`config.mk`:
```
export PLATFORM = sky130hd
export DESIGN_NAME = chngy_update_ctrl
export DESIGN_NICKNAME = d
export VERILOG_FILES = /design/src/rtl/chngy_pkg.sv /design/src/rtl/chngy_entry_seq.sv /design/src/rtl/chngy_update_ctrl.sv
export SDC_FILE = /design/constraint.sdc
export NUM_CORES = 1
export LEC_CHECK = 0
export CAP_MARGIN = 20
export CORE_ASPECT_RATIO = 0.8
export CORE_MARGIN = 1.5
export CORE_UTILIZATION = 35
export CTS_CLUSTER_SIZE = 28
export DETAILED_ROUTE_END_ITERATION = 7
export DONT_BUFFER_PORTS = 1
export PLACE_DENSITY = 0.49
export RECOVER_POWER = 100
export SLEW_MARGIN = 20
export SYNTH_ARGS = -nofsm -noshare
export SYNTH_HDL_FRONTEND = slang
export SYNTH_SLANG_ARGS = --single-unit
```
`constraint.sdc`:
```
create_clock -name clock -period 2.8 [get_ports clock]
set_input_delay 0.56 -clock clock [delete_from_list [all_inputs] [get_ports clock]]
set_output_delay 0.56 -clock clock [all_outputs]
set_load 0.02 [all_outputs]
```
`src/rtl/chngy_pkg.sv`:
```
// Shared types and constants for the change-in-Y update controller.
// Holds the FSM encoding, datapath mode codes, complex word layout and Y address packing.
package chngy_pkg;

    localparam int unsigned N_BUS      = 14;
    localparam int unsigned BUS_W      = 4;
    localparam int unsigned ADDR_W     = 2 * BUS_W;
    localparam int unsigned DP_TIMEOUT = 64;
    localparam int unsigned CPLX_W     = 48;
    localparam int unsigned PART_W     = CPLX_W / 2;
    localparam int unsigned REC_CNT_W  = 16;
    localparam int unsigned WAIT_W     = $clog2(DP_TIMEOUT + 1);

    localparam logic DP_ADD = 1'b1;
    localparam logic DP_SUB = 1'b0;

    typedef enum logic [2:0] {
        IDLE    = 3'd0,
        RD      = 3'd1,
        ISSUE   = 3'd2,
        WAIT_DP = 3'd3,
        WR      = 3'd4,
        ABORT   = 3'd5
    } ctrlState_e;

    // Complex admittance word: real part in the upper half.
    typedef struct packed {
        logic [PART_W-1:0] re;
        logic [PART_W-1:0] im;
    } cplx_t;

    function automatic logic [ADDR_W-1:0] packAddr(input logic [BUS_W-1:0] row,
                                                   input logic [BUS_W-1:0] col);
        return {row, col};
    endfunction

endpackage

```
`src/rtl/chngy_entry_seq.sv`:
```
// Entry sequencer: tracks the bus pair and entry index of the current record and
// produces the Y address and add/sub mode of the entry that will be current next cycle.
module chngy_entry_seq
    import chngy_pkg::*;
(
    input  logic              clock,
    input  logic              reset,
    input  logic              load,
    input  logic              advance,
    input  logic [BUS_W-1:0]  loadBusI,
    input  logic [BUS_W-1:0]  loadBusJ,
    output logic [ADDR_W-1:0] nextAddr_c,
    output logic              nextMode_c,
    output logic              lastEntry_c
);

    localparam int unsigned IDX_W = 2;
    localparam int unsigned CNT_W = 3;

    logic [BUS_W-1:0] busI;
    logic [BUS_W-1:0] busJ;
    logic [BUS_W-1:0] busINext;
    logic [BUS_W-1:0] busJNext;
    logic [IDX_W-1:0] idx;
    logic [IDX_W-1:0] idxNext;
    logic [CNT_W-1:0] entryCount;

    always_comb begin
        busINext = busI;
        busJNext = busJ;
        idxNext  = idx;
        if (load) begin
            busINext = loadBusI;
            busJNext = loadBusJ;
            idxNext  = '0;
        end else if (advance) begin
            idxNext = idx + IDX_W'(1);
        end
    end

    always_ff @(posedge clock) begin
        if (reset) begin
            busI <= '0;
            busJ <= '0;
            idx  <= '0;
        end else begin
            busI <= busINext;
            busJ <= busJNext;
            idx  <= idxNext;
        end
    end

    // A shunt change touches only the diagonal entry.
    assign entryCount  = (busI == busJ) ? CNT_W'(1) : CNT_W'(4);
    assign lastEntry_c = ((CNT_W'(idx) + CNT_W'(1)) == entryCount);

    // Order: (i,i) add, (j,j) add, (i,j) sub, (j,i) sub.
    always_comb begin
        nextAddr_c = packAddr(busINext, busINext);
        nextMode_c = DP_ADD;
        case (idxNext)
            2'd0: begin
                nextAddr_c = packAddr(busINext, busINext);
                nextMode_c = DP_ADD;
            end
            2'd1: begin
                nextAddr_c = packAddr(busJNext, busJNext);
                nextMode_c = DP_ADD;
            end
            2'd2: begin
                nextAddr_c = packAddr(busINext, busJNext);
                nextMode_c = DP_SUB;
            end
            default: begin
                nextAddr_c = packAddr(busJNext, busINext);
                nextMode_c = DP_SUB;
            end
        endcase
    end

endmodule

```
`src/rtl/chngy_update_ctrl.sv`:
```
// Change-in-Y update controller: read-modify-write of each Y entry touched by a
// line-change record through the external complex add/sub datapath.
module chngy_update_ctrl
    import chngy_pkg::*;
(
    input  logic                 clock,
    input  logic                 reset,
    input  logic                 in_valid,
    output logic                 in_ready,
    input  logic [BUS_W-1:0]     in_bus_i,
    input  logic [BUS_W-1:0]     in_bus_j,
    input  logic [CPLX_W-1:0]    in_dy,
    output logic                 mem_rd_en,
    output logic                 mem_wr_en,
    output logic [ADDR_W-1:0]    mem_addr,
    output logic [CPLX_W-1:0]    mem_wdata,
    input  logic [CPLX_W-1:0]    mem_rdata,
    output logic                 dp_enable,
    output logic                 dp_mode,
    output logic [CPLX_W-1:0]    dp_in1,
    output logic [CPLX_W-1:0]    dp_in2,
    input  logic                 dp_done,
    input  logic [CPLX_W-1:0]    dp_result,
    output logic                 rec_done,
    output logic                 err_range,
    output logic                 err_timeout,
    output logic [REC_CNT_W-1:0] rec_count
);

    ctrlState_e state;
    ctrlState_e nextState;

    logic              accept;
    logic              badIndex;
    logic              seqLoad;
    logic              seqAdvance;
    logic              rangeFault;
    logic              recFinish;
    logic [ADDR_W-1:0] nextAddr;
    logic              nextMode;
    logic              lastEntry;
    logic [CPLX_W-1:0] dyReg;
    logic [WAIT_W-1:0] waitCnt;

    chngy_entry_seq u_entrySeq (
        .clock       (clock),
        .reset       (reset),
        .load        (seqLoad),
        .advance     (seqAdvance),
        .loadBusI    (in_bus_i),
        .loadBusJ    (in_bus_j),
        .nextAddr_c  (nextAddr),
        .nextMode_c  (nextMode),
        .lastEntry_c (lastEntry)
    );

    assign badIndex = (in_bus_i >= BUS_W'(N_BUS)) || (in_bus_j >= BUS_W'(N_BUS));

    always_ff @(posedge clock) begin
        if (reset) begin
            state <= IDLE;
        end else begin
            state <= nextState;
        end
    end

    always_comb begin
        nextState  = state;
        seqLoad    = 1'b0;
        seqAdvance = 1'b0;
        rangeFault = 1'b0;
        recFinish  = 1'b0;
        accept     = (state == IDLE) && in_ready && in_valid;
        case (state)
            IDLE: begin
                if (accept) begin
                    if (badIndex) begin
                        rangeFault = 1'b1;
                    end else begin
                        seqLoad   = 1'b1;
                        nextState = RD;
                    end
                end
            end
            RD:      nextState = ISSUE;
            ISSUE:   nextState = WAIT_DP;
            WAIT_DP: begin
                // A result arriving on the last allowed cycle still wins over the timeout.
                if (dp_done) begin
                    nextState = WR;
                    recFinish = lastEntry;
                end else if (waitCnt == WAIT_W'(DP_TIMEOUT - 1)) begin
                    nextState = ABORT;
                end
            end
            WR: begin
                if (lastEntry) begin
                    nextState = IDLE;
                end else begin
                    seqAdvance = 1'b1;
                    nextState  = RD;
                end
            end
            ABORT:   nextState = IDLE;
            default: nextState = IDLE;
        endcase
    end

    // Outputs are decoded from the next state so they line up with the state they belong to.
    always_ff @(posedge clock) begin
        if (reset) begin
            in_ready    <= 1'b0;
            mem_rd_en   <= 1'b0;
            mem_wr_en   <= 1'b0;
            mem_addr    <= '0;
            mem_wdata   <= '0;
            dp_enable   <= 1'b0;
            dp_mode     <= DP_SUB;
            dp_in1      <= '0;
            dp_in2      <= '0;
            rec_done    <= 1'b0;
            err_range   <= 1'b0;
            err_timeout <= 1'b0;
            rec_count   <= '0;
            dyReg       <= '0;
            waitCnt     <= '0;
        end else begin
            in_ready  <= (nextState == IDLE);
            mem_rd_en <= (nextState == RD);
            mem_wr_en <= (nextState == WR);
            dp_enable <= (nextState == ISSUE) || (nextState == WAIT_DP);
            rec_done  <= recFinish;
            err_range <= rangeFault;

            if (nextState == ABORT) begin
                err_timeout <= 1'b1;
            end
            if (recFinish) begin
                rec_count <= rec_count + REC_CNT_W'(1);
            end
            if (seqLoad) begin
                dyReg <= in_dy;
            end
            if (nextState == RD) begin
                mem_addr <= nextAddr;
            end
            if (nextState == ISSUE) begin
                dp_mode <= nextMode;
                dp_in2  <= dyReg;
            end
            // Read data lands during ISSUE; hold it as the first operand until the next entry.
            if (state == ISSUE) begin
                dp_in1 <= mem_rdata;
            end
            if ((state == WAIT_DP) && dp_done) begin
                mem_wdata <= dp_result;
            end

            if ((state == ISSUE) || (state == WAIT_DP)) begin
                waitCnt <= waitCnt + WAIT_W'(1);
            end else begin
                waitCnt <= '0;
            end
        end
    end

endmodule
```
# [Word-level counts from Yosys, hierarchy flattened]
# Cells that the tools add are included.
[totals] regBits=244 inputBits=156 out_inout_bits=176 elab_cells=75
[op_classes] addsub=4 magnitude_cmp=2 n_eq_ne=14 n_mux=21 bitwise=3 reduce_logical=12
[op_table] cell="one-hot mux 8 bit (3 select lines)" count=1
[op_table] cell="adder 16 x 1 -> 16 bit (second input constant)" count=1
[op_table] cell="two-way mux 3 bit" count=5
[op_table] cell="one-hot mux 3 bit (5 select lines)" count=1
[op_table] cell="equality test 3 x 2 -> 1 bit (second input constant)" count=4
[op_table] cell="two-way mux 1 bit" count=10
[op_table] cell="equality test 3 bit (second input constant)" count=3
[op_table] cell=">= comparator 4 bit (second input constant)" count=2
[op_table] cell="two-way mux 4 bit" count=2
[op_table] cell="adder 7 x 1 -> 7 bit (second input constant)" count=1
[op_table] cell="equality test 7 x 6 -> 1 bit (second input constant)" count=1
[op_table] cell="equality test 3 x 1 -> 1 bit (second input constant)" count=2
[op_table] cell="zero test 3 bit" count=2
[op_table] cell="equality test 4 bit" count=1
[op_table] cell="two-way mux 2 bit" count=2
[op_table] cell="OR reduction 2 bit" count=2
[op_table] cell="adder 2 x 1 -> 3 bit (second input constant)" count=1
[op_table] cell="equality test 3 bit" count=1
[op_table] cell="logical AND 1 bit" count=3
[op_table] cell="logical OR 1 bit" count=3
[op_table] cell="inverter 1 bit" count=3
[op_table] cell="OR reduction 3 bit" count=1
[op_table] cell="adder 2 x 1 -> 2 bit (second input constant)" count=1
[op_table] cell="equality test 2 x 1 -> 1 bit (second input constant)" count=1
[op_table] cell="other kinds (2)" count=2

# [Logic depth before layout (Yosys ltp)]
# Gate-level depths: netlist of the first run.
[logic_depth] ltp_word=10 ltp_mapped=9 mapped_depth_nobuf=7

# [Modules after synthesis]
# Synthesis of the first run repeated with hierarchy kept, for this count alone.
[unflattened] cells_unflattened=1133 hier_area_um2=9292.7
[modules_own_cells] module="chngy_update_ctrl" n_inst=1 cells_each=1043 area_per_inst_um2=8538.2 seq_area_each_um2=4684.5
[modules_own_cells] module="chngy_entry_seq" n_inst=1 cells_each=90 area_per_inst_um2=754.5 seq_area_each_um2=200.2

# [Worst setup path before layout of the first run]
# No wires, ideal clock.
[synth_path] kind="reg2reg" startpoint="reg u_entrySeq.idx[1]" endpoint="reg rec_count[15]" setup_ns=0.123 t_arrival_ns=2.142 setup_slack_ns=0.535 stages_incl_launch_ff=7 n_path_buf=0 synth_period_minus_slack_ns=2.265 cell_sequence="dfxtp_1 > ha_1 > or3_1 > mux2_4 > or2_4 > nor4_2 > mux2_1"
[synth_via] elab_chain_cells=4
[synth_rtl] element="start: declaration" line="chngy_entry_seq.sv:24" text="logic [IDX_W-1:0] idx;"
[synth_rtl] element="start signal: assignment" line="chngy_entry_seq.sv:49" text="idx <= idxNext;"
[synth_rtl] element="adder 2 x 1 -> 3 bit" line="chngy_entry_seq.sv:55" text="assign lastEntry_c = ((CNT_W'(idx) + CNT_W'(1)) == entryCount);"
[synth_rtl] element="equality test 3 bit" line="chngy_entry_seq.sv:55"
[synth_rtl] element="two-way mux 1 bit" line="chngy_update_ctrl.sv:89" text="if (dp_done) begin"
[synth_rtl] element="two-way mux 1 bit" line="chngy_update_ctrl.sv:74" text="case (state)"
[synth_rtl] element="end signal: assignment" line="chngy_update_ctrl.sv:139" text="rec_count <= rec_count + REC_CNT_W'(1);"
[synth_rtl] element="end: declaration" line="chngy_update_ctrl.sv:27" text="output logic [REC_CNT_W-1:0] rec_count"
# Every way passes these cells.
# A chain may end at the register's enable or synchronous reset.

# [Final worst setup path of the first run]
[layout_path] startpoint="reg u_entrySeq.idx[0]" endpoint="reg rec_count[15]"
# The elaborated chain is that of the path after synthesis.

==> run metrics, run 1 <==
Power Total=about 7.6 mW; Routed Antenna Nets=0; family with the most delay on the worst path=simple AND/OR/NAND/NOR gates; Startpoint Class=flop; # rows=51; root buffer cell=clkbuf_16; number of setup violations in the final report=0; Final HPWL DP=roughly 16000 µm; maximum clock rate=about 380 MHz; Final Critical Period=2610 ps; sequential area share after synthesis=55.1%; Inserted Clock Buffers=25; Initial Util=36.1%; post-layout util=approximately two fifths; Crit Path Max Fanout=16; Rel. slew slack=between 10% and 20%; fraction of registers with async set/reset=0%; initial antenna violation count=1; reg2reg path depth=6; Period Utilization, post-route=~93%; max_cap viols=0; hold crit path type=input pin to flop; largest net degree at the start of global routing=approximately 230; area grow syn2layout=11.1%; DR vias/cell=4.98; Critical Path, Cell by Cell=ha_1 -> or3_1 -> mux2_4 -> or2_4 -> nor4_1 -> mux2_1; pwr/cell area=a little under 800 mW/mm²; die width=181 µm; Hold Crit Depth=1; DR iter-0 viols=about 300; Setup TNS Final=0 ps; Die Span Y=about 150 µm; CTS resizes=0; Core ar.=0.0246 mm²; Post-synth top cells=412 x nand2_1, 244 x dfxtp_1, 200 x a21oi_1; CTS clk-pin slew, worst paths=roughly 60 ps; Avg Inst Size Synth=between 8 and 9 µm²; # clock sinks=roughly 240; fraction of layout cells with a size suffix above 1=under 10%; fin nets=roughly 1200; CTS HTree Levels=1; Final Hold Vio Count=0; clock skew=11.8 ps; vias in the first global route=between 6000 and 7000; die area=approximately 0.026 mm²; I/O pin count=~330; placed inst area=0.00909 mm²; Global Route Usage Sum=17.2%; DR WL/cell=17.0 µm; post-route cell area=approximately 0.0098 mm²; cell with the most instances after synthesis=nand2_1; first-pass GRT wire length=about 37000 µm; DRC=0; Routed WL=~24000 µm; Max stage delay on crit path=approximately 480 ps; largest cells by area after synthesis=dfxtp_1 55%, nand2_1 17%, a21oi_1 11%; Slowest cell on crit path=dfxtp_1; via count=~7000; Post-Syn Nets=~1300; GPL Wtd Cong=0.767; Least-Margin Pin Slew=1210 ps; Placed Instances=about 1400; CP endpoint kind=flop; total gr overflow=0; post-CTS setup buffers=0; unrepaired setup endpoints after global routing=false; Syn Inst Count=1100; number of flops mapped to enable cells by yosys=0; FILL cells=approximately 2600; status=completed; leading area contributor after synthesis=dfxtp_1; # hold bufs at CTS=0; kind of critical path=flop to flop; distinct cell type count after synthesis=between 40 and 50; Syn. warnings=0; clk buf depth=3; CTS tree=done; Yosys top cell area share=a little under three fifths; worst skew pair latency=approximately 520 ps; critical path depth=6; cell area after synthesis=between 0.008 and 0.009 mm²; I/O Buffers=0; Final Max Slew Viols=0; Initial DRT Pass Iterations=4; Worst EP arrival=about 3000 ps; CP bufs+invs=0; Post-Layout Cell Count=~1400; Most used DFF post-synth=dfxtp_1; FF+latch count, synth=244; CP required=around 3200 ps; leakage power=around 3.3 nW; Worst VDD drop=~0.00037 V
-- routing by layer --
| layer | up-vias | track usage, % | wire length, µm |
|---|---|---|---|
| li1 | 3541 | - | - |
| met1 | 3196 | 21.6 | 10300 |
| met2 | 215 | 27.9 | 10900 |
| met3 | 29 | 6.30 | 2160 |
| met4 | 0 | 4.45 | 487 |
| met5 | - | 0 | 0 |
-- power breakdown --
group | leakage, nW | switching (mW) | total, mW | internal [mW]
combinational | 0.933 | 0.415 | 0.591 | 0.175
sequential | 1.97 | 0.216 | 3.84 | 3.63
clock | 0.386 | 1.34 | 3.19 | 1.85
-- cell type report --
class                   instances  area [µm²]  area share [%]
clock inverters                 9        78.8           0.801
clock buffers                  33         706            7.17
diodes                          1        2.50          0.0254
inverters                      11        41.3           0.419
repair buffers                 14         100            1.02
flip-flops and latches        244        4880            49.6
well taps                     318         398            4.04
multi-input cells             771        3630            36.9
-- worst register-to-register path, cell delays in order (launching register included) --
cell and delay [ps]:
dfxtp_1 480, ha_1 350, or3_1 360, mux2_4 360, or2_4 280, nor4_1 320
mux2_1 350
-- flip-flops by register name, indices dropped and copies added, names as in the netlist, 2 cells and up --
signal           count
u_entrySeq.busJ      4
mem_addr             8
dp_in1              48
dyReg               48
rec_count           16
waitCnt              7
dp_in2              48
u_entrySeq.idx       2
u_entrySeq.busI      4
mem_wdata           48
state                3
-- through the flow --
| stage | worst slack, ps | hold WS [ps] |
|---|---|---|
| after floorplan | 535 | 430 |
| after global placement | 302 | 435 |
| after detailed placement | 248 | 437 |
| after CTS | 239 | 85.2 |
| after global routing | 83.2 | 89.4 |
| final | 192 | 121 |
-- placed cells by master (no fill, tap or decap), drive strengths merged, types with 2 or more instances in the layout --
cell / n
inv: 12
or3b: 2
xnor2: 13
ha: 3
nand2: 412
nor4: 15
nor2b: 2
nand4: 3
clkinv: 5
mux2i: 8
nor3b: 3
and2: 6
nand3: 12
a31oi: 2
buf: 8
a211oi: 3
and3: 3
dfxtp: 244
o21ai: 18
mux2: 7
clkinvlp: 2
or3: 3
xor2: 6
a21oi: 200
nor3: 9
clkbuf: 39
nor2: 31
-- final timing paths --
| check | to | startpoint | slack (ps) |
|---|---|---|---|
| worst max-delay path | rec_count[15] | u_entrySeq.idx[0] | 190 |
| worst min-delay path | mem_wdata[24] | reset | 120 |
| worst max register to register | rec_count[15] | u_entrySeq.idx[0] | 190 |
| worst min register to register | dp_in2[33] | dyReg[33] | 450 |
-- cells by family after synthesis --
group | after synthesis | share of synthesized area, %
simple gates | 505 | 23.3
xor+xnor | 19 | 1.88
fa+ha+maj | 3 | 0.424
mux | 15 | 1.84
flops | 244 | 55.1
compound gates | 229 | 13.6
buf+inv | 85 | 3.87
(Power assumes the default switching activity.)
==> inputs of run 2 (changes only) <==
Settings changed: ABC_AREA set to 1.
==> run metrics, run 2 <==
Syn. warnings=0 (unchanged); largest cells by area after synthesis=dfxtp_1 53%, nor2_1 14%, o21ai_0 11% (was dfxtp_1 55%, nand2_1 17%, a21oi_1 11%); Psw=2.36 mW (was 1.97 mW); Gate power share=8.6% (was 7.7%); area grow syn2layout=12.3% (was 11.1%); Clock power frac=42.9% (was 41.9%); GPL Wtd Cong=0.788 (was 0.767); DRC=0 (unchanged); most frequent cells in the layout=341 x nor2_1, 244 x dfxtp_1, 210 x o21ai_0 (was 412 x nand2_1, 244 x dfxtp_1, 200 x a21oi_1); Post-synth top cells=338 x nor2_1, 244 x dfxtp_1, 199 x o21ai_0 (was 412 x nand2_1, 244 x dfxtp_1, 200 x a21oi_1); sequential power share=48.5% (was 50.4%); unrepaired setup endpoints after global routing=false (unchanged); worst skew pair latency=520 ps (about the same); Int Pwr=6.33 mW (was 5.65 mW); Global Route Usage Sum=17.6% (was 17.2%); PnR worst setup slack=572 ps (was 192 ps); # hold bufs at CTS=0 (unchanged); Final Max Slew Viols=0 (unchanged); I/O Buffers=0 (unchanged); Setup TNS Final=0 ps (unchanged); Hold Crit Depth=1 (unchanged); WHS=101 ps (was 121 ps); sequential area share after synthesis=53.5% (was 55.1%); CTS clk-pin slew, worst paths=60 ps (about the same); hold crit path type=input pin to flop (unchanged); pwr/cell area=848 mW/mm² (was 775 mW/mm²); kind of critical path=flop to flop (unchanged); root buffer cell=clkbuf_16 (unchanged); commonest non-fill, non-tap cell in the layout=nor2_1 (was nand2_1); fin nets=1312 (was 1226); CTS tree=done (unchanged); max_cap viols=0 (unchanged); reg2reg path depth=10 (was 6); fraction of registers with async set/reset=0% (unchanged); die width=184 µm (was 181 µm); Inserted Clock Buffers=27 (was 25); die area=0.0271 mm² (was 0.0263 mm²); Routed Antenna Nets=0 (unchanged); vias in the first global route=6696 (was 6514); Switching Fraction=27.2% (was 25.8%); distinct cell type count after synthesis=40 (was 46); DR vias/cell=4.74 (was 4.98); number of setup violations in the final report=0 (unchanged); initial antenna violation count=0 (was 1); # clock sinks=244 (unchanged); Routed WL=24700 µm (was 23800 µm); Post-Syn Nets=1343 (was 1259); number of flops mapped to enable cells by yosys=0 (unchanged); Final Hold Vio Count=0 (unchanged); DR iter-0 viols=423 (was 303); I/O pin count=332 (unchanged); clk buf depth=3 (unchanged); cell area after synthesis=0.00914 mm² (was 0.00886 mm²); Worst VDD drop=0.000465 V (was 0.000372 V); FF+latch count, synth=244 (unchanged); CP required=3210 ps (was 3200 ps); n_diodes=0 (was 1); Startpoint Class=flop (unchanged); Core ar.=0.0254 mm² (was 0.0246 mm²); Worst EP arrival=2640 ps (was 3010 ps); leakage power=4.27 nW (was 3.29 nW); total gr overflow=0 (unchanged); via count=7230 (was 6981); Period Utilization, post-route=79.6% (was 93.1%); Final HPWL DP=16400 µm (was 15600 µm); leading area contributor after synthesis=dfxtp_1 (unchanged); CTS HTree Levels=1 (unchanged); DR WL/cell=16.2 µm (was 17.0 µm); Rel. slew slack=29.1% (was 19.3%); post-route cell area=0.0103 mm² (was 0.00984 mm²); Crit Path Max Fanout=10 (was 16); # rows=52 (was 51); Most used DFF post-synth=dfxtp_1 (unchanged); Initial DRT Pass Iterations=4 (unchanged); cell with the most instances after synthesis=nor2_1 (was nand2_1); CP endpoint kind=flop (unchanged); Least-Margin Pin Slew=1060 ps (was 1210 ps); CTS resizes=0 (unchanged); largest net degree at the start of global routing=99 (was 227); Avg Inst Size Synth=7.72 µm² (was 8.05 µm²); Initial Util=35.9% (was 36.1%); post-CTS setup buffers=0 (unchanged); Syn Inst Count=1184 (was 1100); fraction of layout cells with a size suffix above 1=6.98% (was 5.91%); clock skew=12.4 ps (was 11.8 ps); Placement Setup Slack=805 ps (was 248 ps); Final Critical Period=2230 ps (was 2610 ps); placed inst area=0.00938 mm² (was 0.00909 mm²); Die Span Y=148 µm (was 145 µm); status=completed (unchanged); Yosys top cell area share=53.5% (was 55.1%); maximum clock rate=449 MHz (was 383 MHz); first-pass GRT wire length=38100 µm (was 36900 µm)
run 2: layout make-up:
class,count,area [µm²]
fillers,2660,15200
multi-input cells,755,3450
repair buffers,9,90.1
clock buffers,38,787
well taps,351,439
flip-flops and latches,244,4880
clock inverters,12,164
inverters,116,440
run 2: power by group through the flow:
stage                     sequential (mW)  clock [mW]  combinational, mW
final                                4.22        3.73              0.744
after global routing                 4.26        3.99              0.874
after CTS                            4.23        3.84              0.776
after detailed placement             4.30           0              0.775
after global placement               4.30           0              0.760
after floorplan                      4.22           0              0.642
run 2: worst max-delay path: stages (launching register included):
cell,delay (ps)
dfxtp_1,360
ha_1,220
or2_2,280
nand3_2,90
nand3_4,130
nor2_8,190
inv_4,100
nor3_1,400
nand2_1,130
o21ai_0,160
a21oi_1,50
run 2: final timing paths:
kind	from	to	slack [ps]
worst max-delay path	u_entrySeq.idx[0]	rec_count[8]	570
worst min-delay path	reset	u_entrySeq.busJ[1]	100
worst max register to register	u_entrySeq.idx[0]	rec_count[8]	570
worst min register to register	waitCnt[0]	waitCnt[0]	450
run 2: cell families after synthesis:
logic type                 Yosys count  share of synthesized area (%)
and+or+nand+nor                    457                           21.4
AOI/OAI and AO/OA                  294                           16.5
DFF                                244                           53.5
buffers and inverters              185                           8.12
adders and majority gates            3                          0.411
xor gates and xnor gates             1                         0.0959
run 2: metrics by stage:
step,cells,power [mW],util [%]
CTS,1525,8.84,40.6
global placement,1475,5.06,36.9
finish,1525,8.70,40.3
floorplan,1184,4.86,-
detailed placement,1475,5.07,36.9
global route,1525,9.12,40.3
run 2: metal layers:
| layer | global-route usage (%) | vias up | wire, µm |
|---|---|---|---|
| met5 | 0 | - | 0 |
| met4 | 5.70 | 0 | 741 |
| met3 | 7.00 | 39 | 2460 |
| met2 | 27.2 | 226 | 10800 |
| met1 | 22.3 | 3243 | 10700 |
| li1 | - | 3722 | - |
